[config.mk]
export PLATFORM = sky130hd
export DESIGN_NAME = regfile_fwd
export DESIGN_NICKNAME = d
export VERILOG_FILES = /design/src/rtl/regfile_fwd_pkg.sv /design/src/rtl/regfile_fwd_fwd_sel.sv /design/src/rtl/regfile_fwd.sv
export SDC_FILE = /design/constraint.sdc
export NUM_CORES = 2
export LEC_CHECK = 0
export BUFFER_PORTS_ARGS = -buffer_cell sky130_fd_sc_hd__buf_2
export CAP_MARGIN = 20
export CORE_MARGIN = 1.5
export CORE_UTILIZATION = 45
export DETAILED_ROUTE_END_ITERATION = 8
export GPL_TIMING_DRIVEN = 0
export PLACE_DENSITY_LB_ADDON = 0.3
export SYNTH_ARGS = -nofsm -noshare
export SYNTH_HDL_FRONTEND = slang
export SYNTH_SLANG_ARGS = --single-unit
export TNS_END_PERCENT = 5
[constraint.sdc]
create_clock -name clk -period 5.6 [get_ports clk]
set_clock_uncertainty 0.2 [all_clocks]
set_input_delay 0.56 -clock clk [delete_from_list [all_inputs] [get_ports clk]]
set_output_delay 0.56 -clock clk [all_outputs]
set_load 0.01 [all_outputs]
[src/rtl/regfile_fwd_pkg.sv]
// Shared register-file constants for the OpenMIPS ID stage.
package regfile_fwd_pkg;

    localparam int REG_W     = 32;
    localparam int REGADDR_W = 5;
    localparam int REG_NUM   = 1 << REGADDR_W;

    localparam logic [REG_W-1:0]     ZERO_WORD    = '0;
    localparam logic [REGADDR_W-1:0] NOP_REG_ADDR = '0;

    localparam logic WRITE_ENABLE = 1'b1;
    localparam logic READ_ENABLE  = 1'b1;
    localparam logic RST_ENABLE   = 1'b0;
    localparam logic RST_DISABLE  = 1'b1;

endpackage

[src/rtl/regfile_fwd_fwd_sel.sv]
// One read port: priority select between zeroing, EX, MEM, WB bypass
// and the array word.
module fwd_sel
    import regfile_fwd_pkg::*;
#(
    parameter int DATA_W = REG_W,
    parameter int ADDR_W = REGADDR_W
) (
    input  logic              Rst_n,
    input  logic              re,
    input  logic [ADDR_W-1:0] raddr,
    input  logic [DATA_W-1:0] arr_data,
    input  logic              ex_wreg,
    input  logic [ADDR_W-1:0] ex_wd,
    input  logic [DATA_W-1:0] ex_wdata,
    input  logic              mem_wreg,
    input  logic [ADDR_W-1:0] mem_wd,
    input  logic [DATA_W-1:0] mem_wdata,
    input  logic              wb_we,
    input  logic [ADDR_W-1:0] wb_waddr,
    input  logic [DATA_W-1:0] wb_wdata,
    output logic [DATA_W-1:0] rdata
);

    logic zero_sel;
    logic ex_hit;
    logic mem_hit;
    logic wb_hit;

    // Compares run beside the array read; only the final mux is serial.
    assign zero_sel = (Rst_n == RST_ENABLE) || (re != READ_ENABLE)
                    || (raddr == '0);
    assign ex_hit   = ex_wreg && (ex_wd == raddr);
    assign mem_hit  = mem_wreg && (mem_wd == raddr);
    assign wb_hit   = (wb_we == WRITE_ENABLE) && (wb_waddr == raddr);

    always_comb begin
        rdata = arr_data;
        if (zero_sel) begin
            rdata = '0;
        end else if (ex_hit) begin
            rdata = ex_wdata;
        end else if (mem_hit) begin
            rdata = mem_wdata;
        end else if (wb_hit) begin
            rdata = wb_wdata;
        end
    end

endmodule

[src/rtl/regfile_fwd.sv]
// 32x32 register file with one WB write port and two forwarding
// read ports for the ID stage.
module regfile_fwd
    import regfile_fwd_pkg::*;
#(
    parameter int DATA_W = REG_W,
    parameter int ADDR_W = REGADDR_W,
    parameter int NREG   = REG_NUM
) (
    input  logic              clk,
    input  logic              Rst_n,
    input  logic              we,
    input  logic [ADDR_W-1:0] waddr,
    input  logic [DATA_W-1:0] wdata,
    input  logic              re1,
    input  logic [ADDR_W-1:0] raddr1,
    input  logic              re2,
    input  logic [ADDR_W-1:0] raddr2,
    input  logic              ex_wreg,
    input  logic [ADDR_W-1:0] ex_wd,
    input  logic [DATA_W-1:0] ex_wdata,
    input  logic              mem_wreg,
    input  logic [ADDR_W-1:0] mem_wd,
    input  logic [DATA_W-1:0] mem_wdata,
    output logic [DATA_W-1:0] rdata1,
    output logic [DATA_W-1:0] rdata2
);

    logic [DATA_W-1:0] regs_q [NREG];
    logic [DATA_W-1:0] regs_d [NREG];

    // $0 is cleared by reset and never written, so it stays zero.
    always_comb begin
        regs_d = regs_q;
        if (Rst_n == RST_ENABLE) begin
            for (int i = 0; i < NREG; i++) begin
                regs_d[i] = '0;
            end
        end else if ((we == WRITE_ENABLE) && (waddr != '0)) begin
            regs_d[waddr] = wdata;
        end
    end

    always_ff @(posedge clk) begin
        regs_q <= regs_d;
    end

    fwd_sel #(
        .DATA_W(DATA_W),
        .ADDR_W(ADDR_W)
    ) u_sel1 (
        .Rst_n    (Rst_n),
        .re       (re1),
        .raddr    (raddr1),
        .arr_data (regs_q[raddr1]),
        .ex_wreg  (ex_wreg),
        .ex_wd    (ex_wd),
        .ex_wdata (ex_wdata),
        .mem_wreg (mem_wreg),
        .mem_wd   (mem_wd),
        .mem_wdata(mem_wdata),
        .wb_we    (we),
        .wb_waddr (waddr),
        .wb_wdata (wdata),
        .rdata    (rdata1)
    );

    fwd_sel #(
        .DATA_W(DATA_W),
        .ADDR_W(ADDR_W)
    ) u_sel2 (
        .Rst_n    (Rst_n),
        .re       (re2),
        .raddr    (raddr2),
        .arr_data (regs_q[raddr2]),
        .ex_wreg  (ex_wreg),
        .ex_wd    (ex_wd),
        .ex_wdata (ex_wdata),
        .mem_wreg (mem_wreg),
        .mem_wd   (mem_wd),
        .mem_wdata(mem_wdata),
        .wb_we    (we),
        .wb_waddr (waddr),
        .wb_wdata (wdata),
        .rdata    (rdata2)
    );

endmodule

* Word-level counts from Yosys, hierarchy flattened
Index checks and enable logic that the tools add are counted.
Storage, ports and cells: register bits 1024, input port bits 128, output and inout port bits 64
Operators by class: magnitude comparators 4, eq/ne operators 6, mux-type cells 17, bitwise gates (word level) 6, reductions and logical operators 15
Operators by type and width (number):
- $bwmux 1024 | 1
- $mux 32 | 13
- $bmux 32 s5 | 2
- $demux 32 s5 | 1
- $eq 5x5->1 | 6
- $ge 6x6->1 const B | 3
- $not 5->6 | 3
- $logic_not 5->1 | 2
- $logic_and 1x1->1 | 8
- $lt 6x1->1 const B | 1
- $reduce_bool 5->1 | 1
- $logic_or 1x1->1 | 4
- $not 1->1 | 3

* Depth between registers and ports, before layout
word-level depth 8, gate-level depth with buffers 10

* By module
A second synthesis with hierarchy kept.
Second synthesis, totals: cells, all modules 7200, area total of the unflattened synthesis 58134.5 µm²
By module, submodules not included:
- regfile_fwd | times used 1, cells an instance 6848, area an instance 55051.5 µm², sequential area each 20499.7 µm²
- fwd_sel | times used 2, cells an instance 176, area an instance 1541.5 µm², sequential area each 0.0 µm²

* Least setup slack after synthesis
Ideal clock, no wire load.
kind input-to-output, from input raddr1[1], to output rdata1[13], data arrival time 2350 ps, required time 4840 ps, setup slack 2490 ps, stages on the path 8, buffers on the path 3, cell sequence buf_4 -> buf_4 -> buf_4 -> nor3b_2 -> a22oi_1 -> nand2_1 -> a2111oi_0 -> a2111oi_0
Between the ends: longest elaborated chain between the ends 8, elaborated cells between the ends (all ways) 16, classes of those cells eq/ne (3); mux (7); bitwise (1); reduce/logical (5)
Ends and longest elaborated chain:
- from (decl) | line regfile_fwd.sv:16 | input logic [ADDR_W-1:0] raddr1,
- $not 5->6 (implied by the code) | line regfile_fwd.sv:55 | .arr_data (regs_q[raddr1]),
- $bmux 32 s5 | line regfile_fwd.sv:55
- $mux 32 (implied by the code) (2 in series) | line regfile_fwd.sv:55
- $mux 32 | line regfile_fwd_fwd_sel.sv:45 | end else if (wb_hit) begin
- $mux 32 | line regfile_fwd_fwd_sel.sv:43 | end else if (mem_hit) begin
- $mux 32 | line regfile_fwd_fwd_sel.sv:41 | end else if (ex_hit) begin
- $mux 32 (*) | line regfile_fwd_fwd_sel.sv:39 | if (zero_sel) begin
- to (decl) | line regfile_fwd.sv:25 | output logic [DATA_W-1:0] rdata1,
Mark *: on every way between the ends. The rest lies on a longest branch, timed or not. The select of a mux whose other input is x is not followed.

* Final worst setup path
from input raddr2[2], to output rdata2[17]
Between the ends: longest elaborated chain between the ends 8, elaborated cells between the ends (all ways) 16, classes of those cells eq/ne (3); mux (7); bitwise (1); reduce/logical (5)
Ends and longest elaborated chain:
- from (decl) | line regfile_fwd.sv:18 | input logic [ADDR_W-1:0] raddr2,
- $not 5->6 (implied by the code) | line regfile_fwd.sv:75 | .arr_data (regs_q[raddr2]),
- $bmux 32 s5 | line regfile_fwd.sv:75
- $mux 32 (implied by the code) (2 in series) | line regfile_fwd.sv:75
- $mux 32 | line regfile_fwd_fwd_sel.sv:45
- $mux 32 | line regfile_fwd_fwd_sel.sv:43
- $mux 32 | line regfile_fwd_fwd_sel.sv:41
- $mux 32 (*) | line regfile_fwd_fwd_sel.sv:39
- to (decl) | line regfile_fwd.sv:26 | output logic [DATA_W-1:0] rdata2
Marks and branches as above.

==> metrics.txt <==
status=finished with violations; failing checks=design-rule violations, max-slew violations, negative setup slack; asr flop ratio synth=0; ranking of synthesized cells by area=dfxtp_1 (37%), mux4_2 (19%), nand2_1 (14%); Hold WC Path Type=in -> reg; Final nets=6551; Top Registers=regs_q x1024; VDD IR max=276 uV; CTS max path bufs=3; Synth top area share=0.365; cell leakage power=20.8 nW; max reg flops=1024; Post-synth EDFFs=0; Initial Utilization=0.453; DP Wirelength=224 mm; max-slew violations=5; DRT Wirelength=291 mm; Synth-to-Final Area Change=12.4%; Synth Flop Type=dfxtp_1; vias in the first global route=49931; Die ar.=0.127 sq mm; GRT Util Overall=0.448; Synth area leader=dfxtp_1; clk sink count=1024; clock latency on the worst-skew pair=0.75 ns; io pins=192; CP Data Required Time=4.84 ns; Area after DPL=0.0591 sq mm; Distinct cells, synth=55; initial antenna violation count=27; PwrDens=268 mW/mm^2; post-synthesis sequential area ratio=0.365; Setup crit start kind=primary input; clk root buf=clkbuf_16; layout cells sized above 1=0.167; slew at the pin with the worst max-slew slack=1.63 ns; fin worst setup slack=-0.0200 ns; Crit. End Element=output pin; Reg clk slew, reported paths=0.06 ns; Mapped Nets=6245; initial drt markers=9766; MaxCap Viol Count=0; Chip Height=356 um; TritonCTS clock tree=done; Setup CP Type=in -> out; Slew headroom=-0.0894; Synth Register Bits=1024; Post-DRT Antenna Nets=0; final hold viol count=0; Top reg by flops=regs_q; Worst Path Max Fanout=11; H-tree depth=3; first-pass GRT wire length=393 mm; maximum clock frequency=0.178 GHz; # rows=129; Avg Vias per Cell=6.73; RSZ-0062 raised after global routing=false; final worst-path cycle share=1.00; Mapped Cells=6117; core area=0.124 sq mm; yosys warns=0; minimum clock period=5.62 ns; synthesized area per cell=9.18 sq um; largest net degree at the start of global routing=17; Pre-antenna DRT Iters=8; DR WL/cell=35.7 um; grt ovf=0; Post-Syn Area=0.0561 sq mm; design area=0.0631 sq mm; WP data arrival=4.86 ns; Fin Setup TNS=-0.0200 ns; via count=54974; Final GP Congestion=1.07; Final setup viols=1; Inserted Clock Buffers=112; # port buffers=146; Die Wd=356 um; # DRC=57
cells by family after synthesis:
logic type / synth area share
AND/OR/NAND/NOR: 0.164
AO/OA/AOI/OAI: 0.207
flip-flops: 0.365
buffers and inverters: 0.0538
multiplexers: 0.205
XOR/XNOR: 0.00468
worst max-delay path, stage by stage:
cell and delay (ns):
buf_2 0.19, buf_4 0.43, clkbuf_4 0.60, buf_2 0.58, nor4_1 0.13, nor2_2 0.85, clkbuf_1 0.82, o211a_1 0.46
buf_2 0.20
report_power, final:
part / switching [mW] / leakage (nW) / total, mW / internal (mW)
Combinational: 1.40 / 10.8 / 1.93 / 0.525
Sequential: 0.0401 / 8.25 / 7.38 / 7.34
Clock: 3.38 / 1.79 / 7.60 / 4.22
path summary, 6_finish.rpt:
kind               startpoint     endpoint  slack [ns]  cells after the start
setup / recovery    raddr2[2]   rdata2[17]       -0.02                      9
hold / removal       wdata[4]    regs_q[4]        0.04                      3
setup reg to reg  regs_q[736]  regs_q[736]        4.60                      2
hold reg to reg    regs_q[44]   regs_q[44]        0.28                      2
metrics by stage:
step	utilization	setup WS [ns]	hold WS, ns	cells	power, mW
after floorplan	-	2.49	0.243	6117	8.44
after global placement	0.476	-0.751	0.257	7900	9.29
after detailed placement	0.478	0.114	0.264	7920	9.32
after CTS	0.509	0.111	0.0253	8139	16.7
after global routing	0.510	0.293	0.0727	8150	17.1
final	0.510	-0.0200	0.0416	8166	16.9
placed cells by master, fill, tap and decap left out, drive strengths merged, types with 30 or more instances in the layout:
| master | Yosys | layout |
|---|---|---|
| a2111oi | 63 | 63 |
| a21boi | 1023 | 1023 |
| a22o | 94 | 94 |
| a22oi | 156 | 156 |
| and2 | 47 | 47 |
| and3 | 30 | 30 |
| buf | 199 | 367 |
| clkbuf | 479 | 650 |
| dfxtp | 1024 | 1024 |
| mux2i | 60 | 60 |
| mux4 | 484 | 484 |
| nand2 | 2059 | 2059 |
| nand4 | 35 | 35 |
| nor2 | 76 | 76 |
| o21ai | 31 | 31 |
| o22ai | 34 | 34 |
layout make-up:
cell class	count	area, sq um
plain buffers	678	3010
inverters	4	15.0
repair buffers	192	1200
clock inverters	33	378
flip-flops and latches	1024	20500
multi-input cells	4411	32700
diodes	18	45.0
fillers	11664	60700
clock buffers	169	3280
well taps	1637	2050
cells in the mapped netlist, types with 6 or more instances:
library cell	number
nand2_1	2059
dfxtp_1	1024
a21boi_0	1001
mux4_2	484
clkbuf_1	465
a22oi_1	156
buf_2	129
a22o_1	94
nor2_1	75
mux2i_1	60
a2111oi_0	59
buf_4	49
and2_1	43
nand4_1	35
o22ai_1	34
o21ai_0	31
and3_1	30
o211a_1	29
o221a_2	29
a21boi_1	22
nand3_1	21
a31oi_1	17
xor2_1	16
a21oi_1	14
a221oi_1	14
xnor2_1	14
nor2b_1	13
buf_6	12
clkbuf_2	11
buf_1	9
nor3b_1	6
what timing repair did:
action / CTS / global route
setup endpoints to repair: 0 / 1
gates resized for setup: 0 / 1
hold buffers: 17 / 0
endpoints found under the hold margin: 17 / 0
setup buffers: 0 / 0
per-layer routing:
| metal | share of wire | routed length (um) | global-route usage |
|---|---|---|---|
| met1 | 0.38 | 110000 | 0.591 |
| met2 | 0.40 | 116000 | 0.603 |
| met3 | 0.14 | 41200 | 0.152 |
| met4 | 0.083 | 24200 | 0.333 |
| met5 | 0.00071 | 207 | 0.00741 |
Note: power is estimated with default switching activity, not from simulation.
